File: src/rtl/peripheral_pkg.sv
// Shared definitions for the post-ReLU peripheral stages: default widths,
// the frame FSM encoding and the signed maximum used by the pooling compares.
package peripheral_pkg;

  localparam int DATA_W   = 8;
  localparam int MAX_COLS = 64;
  localparam int MAX_ROWS = 64;

  typedef enum logic [1:0] {
    IDLE = 2'd0,
    RUN  = 2'd1,
    DONE = 2'd2
  } state_t;

  // Two's-complement max at the pixel width; no width growth.
  function automatic logic [DATA_W-1:0] smax(input logic signed [DATA_W-1:0] a,
                                             input logic signed [DATA_W-1:0] b);
    return (a > b) ? a : b;
  endfunction

endpackage

File: src/rtl/pool_line_buffer.sv
// Half-width line buffer holding the horizontal pair maxima of an even row.
// Register array with a synchronous write and a combinational read.
module pool_line_buffer #(
  parameter int DATA_W = 8,
  parameter int DEPTH  = 32,
  parameter int AW     = 5
) (
  input  logic              clk,
  input  logic              we,
  input  logic [AW-1:0]     waddr,
  input  logic [DATA_W-1:0] wdata,
  input  logic [AW-1:0]     raddr,
  output logic [DATA_W-1:0] rdata
);

  logic [DATA_W-1:0] mem [DEPTH];

  always_ff @(posedge clk) begin
    if (we) mem[waddr] <= wdata;
  end

  assign rdata = mem[raddr];

endmodule

File: src/rtl/relu_maxpool_2x2.sv
// 2x2 stride-2 max pooling over a raster int8 stream from the ReLU stage.
// Even rows park pair maxima in the line buffer; odd rows complete the window.
module relu_maxpool_2x2 #(
  parameter int DATA_W   = peripheral_pkg::DATA_W,
  parameter int MAX_COLS = peripheral_pkg::MAX_COLS,
  parameter int MAX_ROWS = peripheral_pkg::MAX_ROWS,
  localparam int CW      = $clog2(MAX_COLS + 1),
  localparam int RW      = $clog2(MAX_ROWS + 1)
) (
  input  logic              clk,
  input  logic              rst_n,
  input  logic              start,
  input  logic [CW-1:0]     cfg_cols,
  input  logic [RW-1:0]     cfg_rows,
  input  logic [DATA_W-1:0] data_in,
  input  logic              data_in_valid,
  output logic [DATA_W-1:0] data_out,
  output logic              data_out_valid,
  output logic              busy,
  output logic              done
);

  import peripheral_pkg::*;

  localparam int LB_DEPTH = MAX_COLS / 2;
  localparam int LB_AW    = (LB_DEPTH > 1) ? $clog2(LB_DEPTH) : 1;

  state_t            state_reg, state_next;
  logic [CW-1:0]     cols_reg, col_reg, last_col;
  logic [RW-1:0]     rows_reg, row_reg, last_row;
  logic [DATA_W-1:0] h_reg;
  logic              take, at_last_col, at_last_px;
  logic              lb_we;
  logic [LB_AW-1:0]  lb_addr;
  logic [DATA_W-1:0] lb_rdata, pair_max;

  // A zero dimension is treated like one so the frame still terminates.
  assign last_col    = (cols_reg == '0) ? '0 : cols_reg - 1'b1;
  assign last_row    = (rows_reg == '0) ? '0 : rows_reg - 1'b1;
  assign take        = (state_reg == RUN) && data_in_valid;
  assign at_last_col = (col_reg == last_col);
  assign at_last_px  = at_last_col && (row_reg == last_row);

  assign pair_max = smax(h_reg, data_in);
  assign lb_addr  = col_reg[LB_AW:1];
  assign lb_we    = take && col_reg[0] && !row_reg[0];

  pool_line_buffer #(
    .DATA_W (DATA_W),
    .DEPTH  (LB_DEPTH),
    .AW     (LB_AW)
  ) u_line_buffer (
    .clk   (clk),
    .we    (lb_we),
    .waddr (lb_addr),
    .wdata (pair_max),
    .raddr (lb_addr),
    .rdata (lb_rdata)
  );

  always_comb begin
    state_next = state_reg;
    busy       = 1'b0;
    done       = 1'b0;
    case (state_reg)
      IDLE: if (start) state_next = RUN;
      RUN: begin
        busy = 1'b1;
        if (take && at_last_px) state_next = DONE;
      end
      DONE: begin
        done       = 1'b1;
        state_next = IDLE;
      end
      default: state_next = IDLE;
    endcase
  end

  always_ff @(posedge clk or negedge rst_n) begin
    if (!rst_n) begin
      state_reg      <= IDLE;
      cols_reg       <= '0;
      rows_reg       <= '0;
      col_reg        <= '0;
      row_reg        <= '0;
      h_reg          <= '0;
      data_out       <= '0;
      data_out_valid <= 1'b0;
    end else begin
      state_reg      <= state_next;
      data_out_valid <= 1'b0;
      if (state_reg == IDLE && start) begin
        cols_reg <= cfg_cols;
        rows_reg <= cfg_rows;
        col_reg  <= '0;
        row_reg  <= '0;
      end else if (take) begin
        if (at_last_col) begin
          col_reg <= '0;
          row_reg <= row_reg + 1'b1;
        end else begin
          col_reg <= col_reg + 1'b1;
        end
        // Odd-column pixels of odd rows close a 2x2 window.
        if (!col_reg[0]) begin
          h_reg <= data_in;
        end else if (row_reg[0]) begin
          data_out       <= smax(pair_max, lb_rdata);
          data_out_valid <= 1'b1;
        end
      end
    end
  end

  always_ff @(posedge clk) begin
    if (state_reg == IDLE && start)
      assert (cfg_cols <= CW'(MAX_COLS) && cfg_rows <= RW'(MAX_ROWS))
        else $error("relu_maxpool_2x2: cfg exceeds MAX_COLS/MAX_ROWS");
  end

endmodule

File: config.mk
export PLATFORM = sky130hd
export DESIGN_NAME = relu_maxpool_2x2
export DESIGN_NICKNAME = d
export VERILOG_FILES = /design/src/rtl/peripheral_pkg.sv /design/src/rtl/pool_line_buffer.sv /design/src/rtl/relu_maxpool_2x2.sv
export SDC_FILE = /design/constraint.sdc
export NUM_CORES = 1
export LEC_CHECK = 0
export ABC_CLOCK_PERIOD_IN_PS = 5400
export BUFFER_PORTS_ARGS = -buffer_cell sky130_fd_sc_hd__buf_2
export CORE_ASPECT_RATIO = 1.1
export CORE_MARGIN = 2
export CORE_UTILIZATION = 29
export CTS_BUF_LIST = sky130_fd_sc_hd__clkbuf_8
export CTS_CLUSTER_SIZE = 20
export DETAILED_ROUTE_END_ITERATION = 8
export PLACE_DENSITY = 0.4
export SYNTH_ARGS = -nofsm -noshare
export SYNTH_HDL_FRONTEND = slang
export SYNTH_SLANG_ARGS = --single-unit
File: constraint.sdc
create_clock -name clk -period 5.4 [get_ports clk]
set_input_delay 0.27 -clock clk [delete_from_list [all_inputs] [get_ports clk]]
set_output_delay 0.27 -clock clk [all_outputs]
set_load 0.01 [all_outputs]
Yosys cells after proc, flatten, opt, wreduce, memory -nomap -nowiden. Memories as Yosys holds them, arrays and structs flattened. Cells that the tools add are included.

Register bits: 47. RAM bits: 256. Input bits: 26. Memories kept: 1.

Memories: u_line_buffer.mem (words 32, width 8, rd ports 1, clocked after memory_dff 0, wr ports 1, RTL line pool_line_buffer.sv:16) `logic [DATA_W-1:0] mem [DEPTH];`.

Add/sub/neg operators: 4. Magnitude comparators: 2. Eq/ne operators: 6. Multiplexer cells: 21. Bitwise gates (word level): 2. Reductions and logical operators: 16.

Operator list (count): $mux 7 (8); $gt 8x8->1 (2); $mux 8 (2); $add 7x1->7 const B (2); $eq 7x7->1 (2); $logic_not 7->1 (2); $sub 7x1->7 const B (2); $mux 1 (8); $logic_and 1x1->1 (6); $mux 2 (2); $pmux 2 s2 (1); $reduce_and 2->1 (2); $reduce_and 4->1 (1); $reduce_bool 2->1 (2); $reduce_and 3->1 (1); $eq 2x1->1 const B (1); $eq 2x2->1 const B (1); $logic_not 2->1 (1); $ne 2x1->1 const B (1); $ne 2x2->1 const B (1); $not 1->1 (2); $logic_not 1->1 (1).

Depth between registers and ports, before layout.
Word-level depth: 7. Mapped depth: 17. Mapped depth without buffers: 15.

Modules after synthesis. A second synthesis with hierarchy kept.

Cell total of the unflattened synthesis: 742. Area, all modules: 12971.2 µm².

By module, submodules not included: pool_line_buffer (instances 1, cells an instance 409, area each 9893.2 µm², seq. area each 7687.4 µm²); relu_maxpool_2x2 (instances 1, cells an instance 333, area each 3078.0 µm², seq. area each 1176.1 µm²).

Worst setup path before layout. No wires, ideal clock.

Kind: register -> register. From: reg h_reg[3]. To: reg data_out[0]. Setup time: 0.118 ns. Arrival time: 3.510 ns. Data required time: 5.282 ns. Slack: 1.772 ns. Cell stages (with the launch flop): 14. Clock period less this slack: 3.628 ns. Cells stage by stage: dfrtp_1 > ha_1 > a21o_1 > a21oi_1 > o221ai_1 > o211ai_1 > mux2_2 > ha_1 > nand4_1 > o221a_2 > o22ai_1 > clkbuf_1 > a21oi_1 > a21o_1.

Word-level cells in the longest chain between the ends: 4.

Ends and longest elaborated chain: start: declaration (RTL line relu_maxpool_2x2.sv:31) `logic [DATA_W-1:0] h_reg;`; start signal: assignment (RTL line relu_maxpool_2x2.sv:106) `h_reg <= data_in;`; $gt 8x8->1 (RTL line peripheral_pkg.sv:18) `return (a > b) ? a : b;`; $mux 8 (RTL line peripheral_pkg.sv:18); via pair_max[4] (RTL line relu_maxpool_2x2.sv:35) `logic [DATA_W-1:0] lb_rdata, pair_max;`; $gt 8x8->1 (RTL line peripheral_pkg.sv:18); $mux 8 (RTL line peripheral_pkg.sv:18); end signal: assignment (RTL line relu_maxpool_2x2.sv:108) `data_out <= smax(pair_max, lb_rdata);`; end: declaration (RTL line relu_maxpool_2x2.sv:17) `output logic [DATA_W-1:0] data_out,`.

The timed path passes the listed nets, and every way through them passes these cells. A chain may end at the register's enable or synchronous reset.

Worst setup path in the final report.
From: reg col_reg[3]. To: reg data_out[2].

Word-level cells in the longest chain between the ends: 3.

Ends and longest elaborated chain: start: declaration (RTL line relu_maxpool_2x2.sv:29) `logic [CW-1:0] cols_reg, col_reg, last_col;`; start signal: assignment (RTL line relu_maxpool_2x2.sv:102) `col_reg <= col_reg + 1'b1;`; $mem_v2 32x8 *; $gt 8x8->1 (RTL line peripheral_pkg.sv:18); $mux 8 * (RTL line peripheral_pkg.sv:18).

Mark *: on every way between the ends. The rest lies on a longest branch, timed or not.

==> summary.md <==
| Metric | Value |
|---|---|
| Worst setup SP type | `flop` |
| Initial antenna violation count | `0` |
| Sw Ratio | `0.353` |
| Die extent in x | `about 210 um` |
| Rel. slew slack | `0.345` |
| Synth Area per Inst | `14.2 um^2` |
| Leakage power | `0.00532 uW` |
| Hpwl dp | `22400 um` |
| Most used DFF post-synth | `edfxtp_1` |
| Commonest cells post-synth | `edfxtp_1 (256), mux2i_1 (132), o22ai_1 (66)` |
| Sequential share of the synthesized area | `0.669` |
| Core Util, Final | `0.340` |
| IO Count | `37` |
| Seq pwr share | `0.428` |
| Max frequency | `around 240 MHz` |
| ANT nets after route | `0` |
| Post-synth top area share | `0.580` |
| Internal power | `5150 uW` |
| Fraction of registers with async set/reset | `0.155` |
| Critical-path cell list | `buf_4, or4b_2, o22ai_1, or4_1, nor2_1, ha_1, nand4_1, o221a_2, o22ai_1, buf_4, nor2_1, a21oi_1, o21ai_0` |
| Clock buffer depth | `3` |
| Fin crit share | `0.771` |
| Syn nets | `981` |
| Clk_lat worst skew | `between 0.6 and 0.7 ns` |
| CTS root buffer | `clkbuf_8` |
| Netlist cell types | `68` |
| Final TNS setup | `0 ns` |
| First-pass GRT wire length | `52600 um` |
| TritonCTS buffer count | `53` |
| Flop2flop setup slack | `about 1.2 ns` |
| Starting DRT DRC Count | `about 430` |
| Power density cells | `517 nW/um^2` |
| CTS Sinks | `about 300` |
| Critical path class | `flop to flop` |
| Number of flip-flops under the largest register name | `approximately 260` |
| Critical path endpoint category | `flop` |
| Port Buffers | `36` |
| Clock power share | `0.261` |
| Top-count cell post-synth | `edfxtp_1` |
| Top post-synthesis cells by area | `edfxtp_1 (58%), mux2i_1 (10%), dfrtp_1 (8.9%)` |
| Hold_ws | `0.285 ns` |
| Total number of vias | `7989` |
| CP delay by family, top | `simple AND/OR/NAND/NOR gates` |
| Yosys warns | `0` |
| GRT Util Overall | `0.147` |
| Die area | `between 40000 and 50000 um^2` |
| Post-synthesis cell count | `around 940` |
| FP Rows | `82` |
| Synthesized area | `approximately 13000 um^2` |
| Die height | `228 um` |
| Max-cap viol count | `0` |
| Final hold violation count | `0` |
| Status | `finished, final reports clean` |
| CTS tree | `built` |
| CP max FO | `24` |
| Crit path DAT | `4.63 ns` |
| Gate power share | `0.310` |
| Grt ovf | `0` |
| Post-cts sizing count | `0` |
| CP max stage delay | `roughly 0.92 ns` |
| H-tree depth | `2` |
| Remaining DRCs | `0` |
| Largest net degree at the start of global routing | `48` |
| CP max stage cell | `dfrtp_1` |
| GPL Wtd Cong | `0.753` |
| P&R area growth vs syn | `16.2%` |
| VDD IR max | `0.404 mV` |
| Vias in the first global route | `8188` |
| Top cell type by total area after synthesis | `edfxtp_1` |
| Design Area, Final | `15400 um^2` |
| Clock transition at path regs | `around 0.060 ns` |
| Vias/cell | `between 4 and 5` |
| Hold Buf Count CTS | `24` |
| Worst Tran Pin Value | `0.979 ns` |
| Layout Nets | `roughly 1100` |
| Starting Density | `0.292` |
| Final Critical Period | `4.16 ns` |
| Flops & latches, synth | `roughly 300` |
| DRT Wirelength | `34800 um` |
| Final setup violation count | `0` |
| Post-DR wirelength/cell | `21.1 um` |
| RSZ-0062 raised after global routing | `no` |
| Worst endpoint required time | `5.86 ns` |
| Share of layout cells above drive strength 1 | `0.152` |
| Post-synth EDFFs | `256` |
| Placed Instance Area | `~14000 um^2` |
| Worst Hold Class | `input port to flop` |
| 1st-pass router iterations | `5` |
| Buffer and inverter count on the worst path | `2` |
| Core area | `45300 um^2` |
| N_diodes | `0` |
| Net switching power | `2810 uW` |
| Final Max Slew Viols | `0` |
| Post-CTS Setup Inserts | `0` |
| Clk_skew | `0.0140 ns` |
-- kinds of logic (layout without fill, tap and decap cells) --
logic type	after synthesis	after routing	share of synthesized area
DFF	303	303	0.669
and+or+nand+nor	238	238	0.0986
muxes	147	147	0.112
AOI/OAI and AO/OA	141	141	0.0689
buffers and inverters	74	200	0.0245
adders and majority gates	20	20	0.0189
xor gates and xnor gates	12	12	0.00793
-- per-layer routing --
metal	wire (um)	GRT usage
met1	16100	0.198
met2	16600	0.241
met3	1380	0.0297
met4	740	0.0430
met5	0	0
-- cell type report --
class | count | area [um^2]
fill | 4536 | 30000
tap | 588 | 736
multi-input combinational | 558 | 4070
timing repair buffer | 78 | 593
inverter | 22 | 82.6
clock buffer | 58 | 798
clock inverter | 42 | 249
sequential | 303 | 8870
-- power groups by stage --
stage,Clock [uW],Combinational (uW),Sequential [uW]
after global routing,2260,2770,3450
after global placement,0,2500,3460
after detailed placement,0,2500,3460
after CTS,2160,2520,3420
after floorplan,0,1710,3310
final,2080,2470,3410
-- path summary, 6_finish.rpt --
kind / endpoint / from / cells past startpoint
max: data_out[2]$_DFFE_PN0P_ / col_reg[3]$_DFFE_PN0P_ / 13
max in group asynchronous: col_reg[2]$_DFFE_PN0P_ / rst_n / 3
max reg2reg: data_out[2]$_DFFE_PN0P_ / col_reg[3]$_DFFE_PN0P_ / 13
min reg2reg: data_out[0]$_DFFE_PN0P_ / data_out[0]$_DFFE_PN0P_ / 1
min: row_reg[3]$_DFFE_PN0P_ / start / 4
min in group asynchronous: h_reg[6]$_DFFE_PN0P_ / rst_n / 3
-- per-stage QoR --
stage / worst slack (ns) / cells / power (uW)
floorplan: 1.77 / 935 / 5020
global placement: 1.30 / 1525 / 5960
detailed placement: 1.28 / 1525 / 5970
CTS: 1.27 / 1649 / 8100
global route: 1.01 / 1649 / 8480
finish: 1.24 / 1649 / 7960
-- worst min-delay path, cell delays in order --
cell and delay (ns):
buf_2 0.10, nor3b_2 0.14, buf_4 0.22, nor2_1 0.12
-- layout by cell type, fill, tap and decap left out, drive strengths merged, types with 3 or more instances in the layout --
master / netlist / routed
nor4: 7 / 7
o211ai: 4 / 4
nor3: 14 / 14
buf: 20 / 54
nor2: 58 / 58
nand2b: 8 / 8
dlygate4sd3: 0 / 24
and3: 8 / 8
xnor2: 7 / 7
nand4: 5 / 5
or3: 3 / 3
bufinv: 0 / 3
or3b: 3 / 3
nand2: 66 / 66
or4b: 4 / 4
a21o: 6 / 6
nor3b: 6 / 6
o22ai: 66 / 66
nand4bb: 5 / 5
nor2b: 3 / 3
edfxtp: 256 / 256
a21oi: 20 / 20
ha: 20 / 20
clkbuf: 32 / 58
o21ai: 25 / 25
nand4b: 5 / 5
mux2: 15 / 15
mux2i: 132 / 132
and4: 3 / 3
nand3: 12 / 12
inv: 22 / 42
nand3b: 6 / 6
xor2: 5 / 5
dfrtp: 47 / 47
clkinv: 0 / 18
or4: 15 / 15
Power figures use the tool's default switching activity.
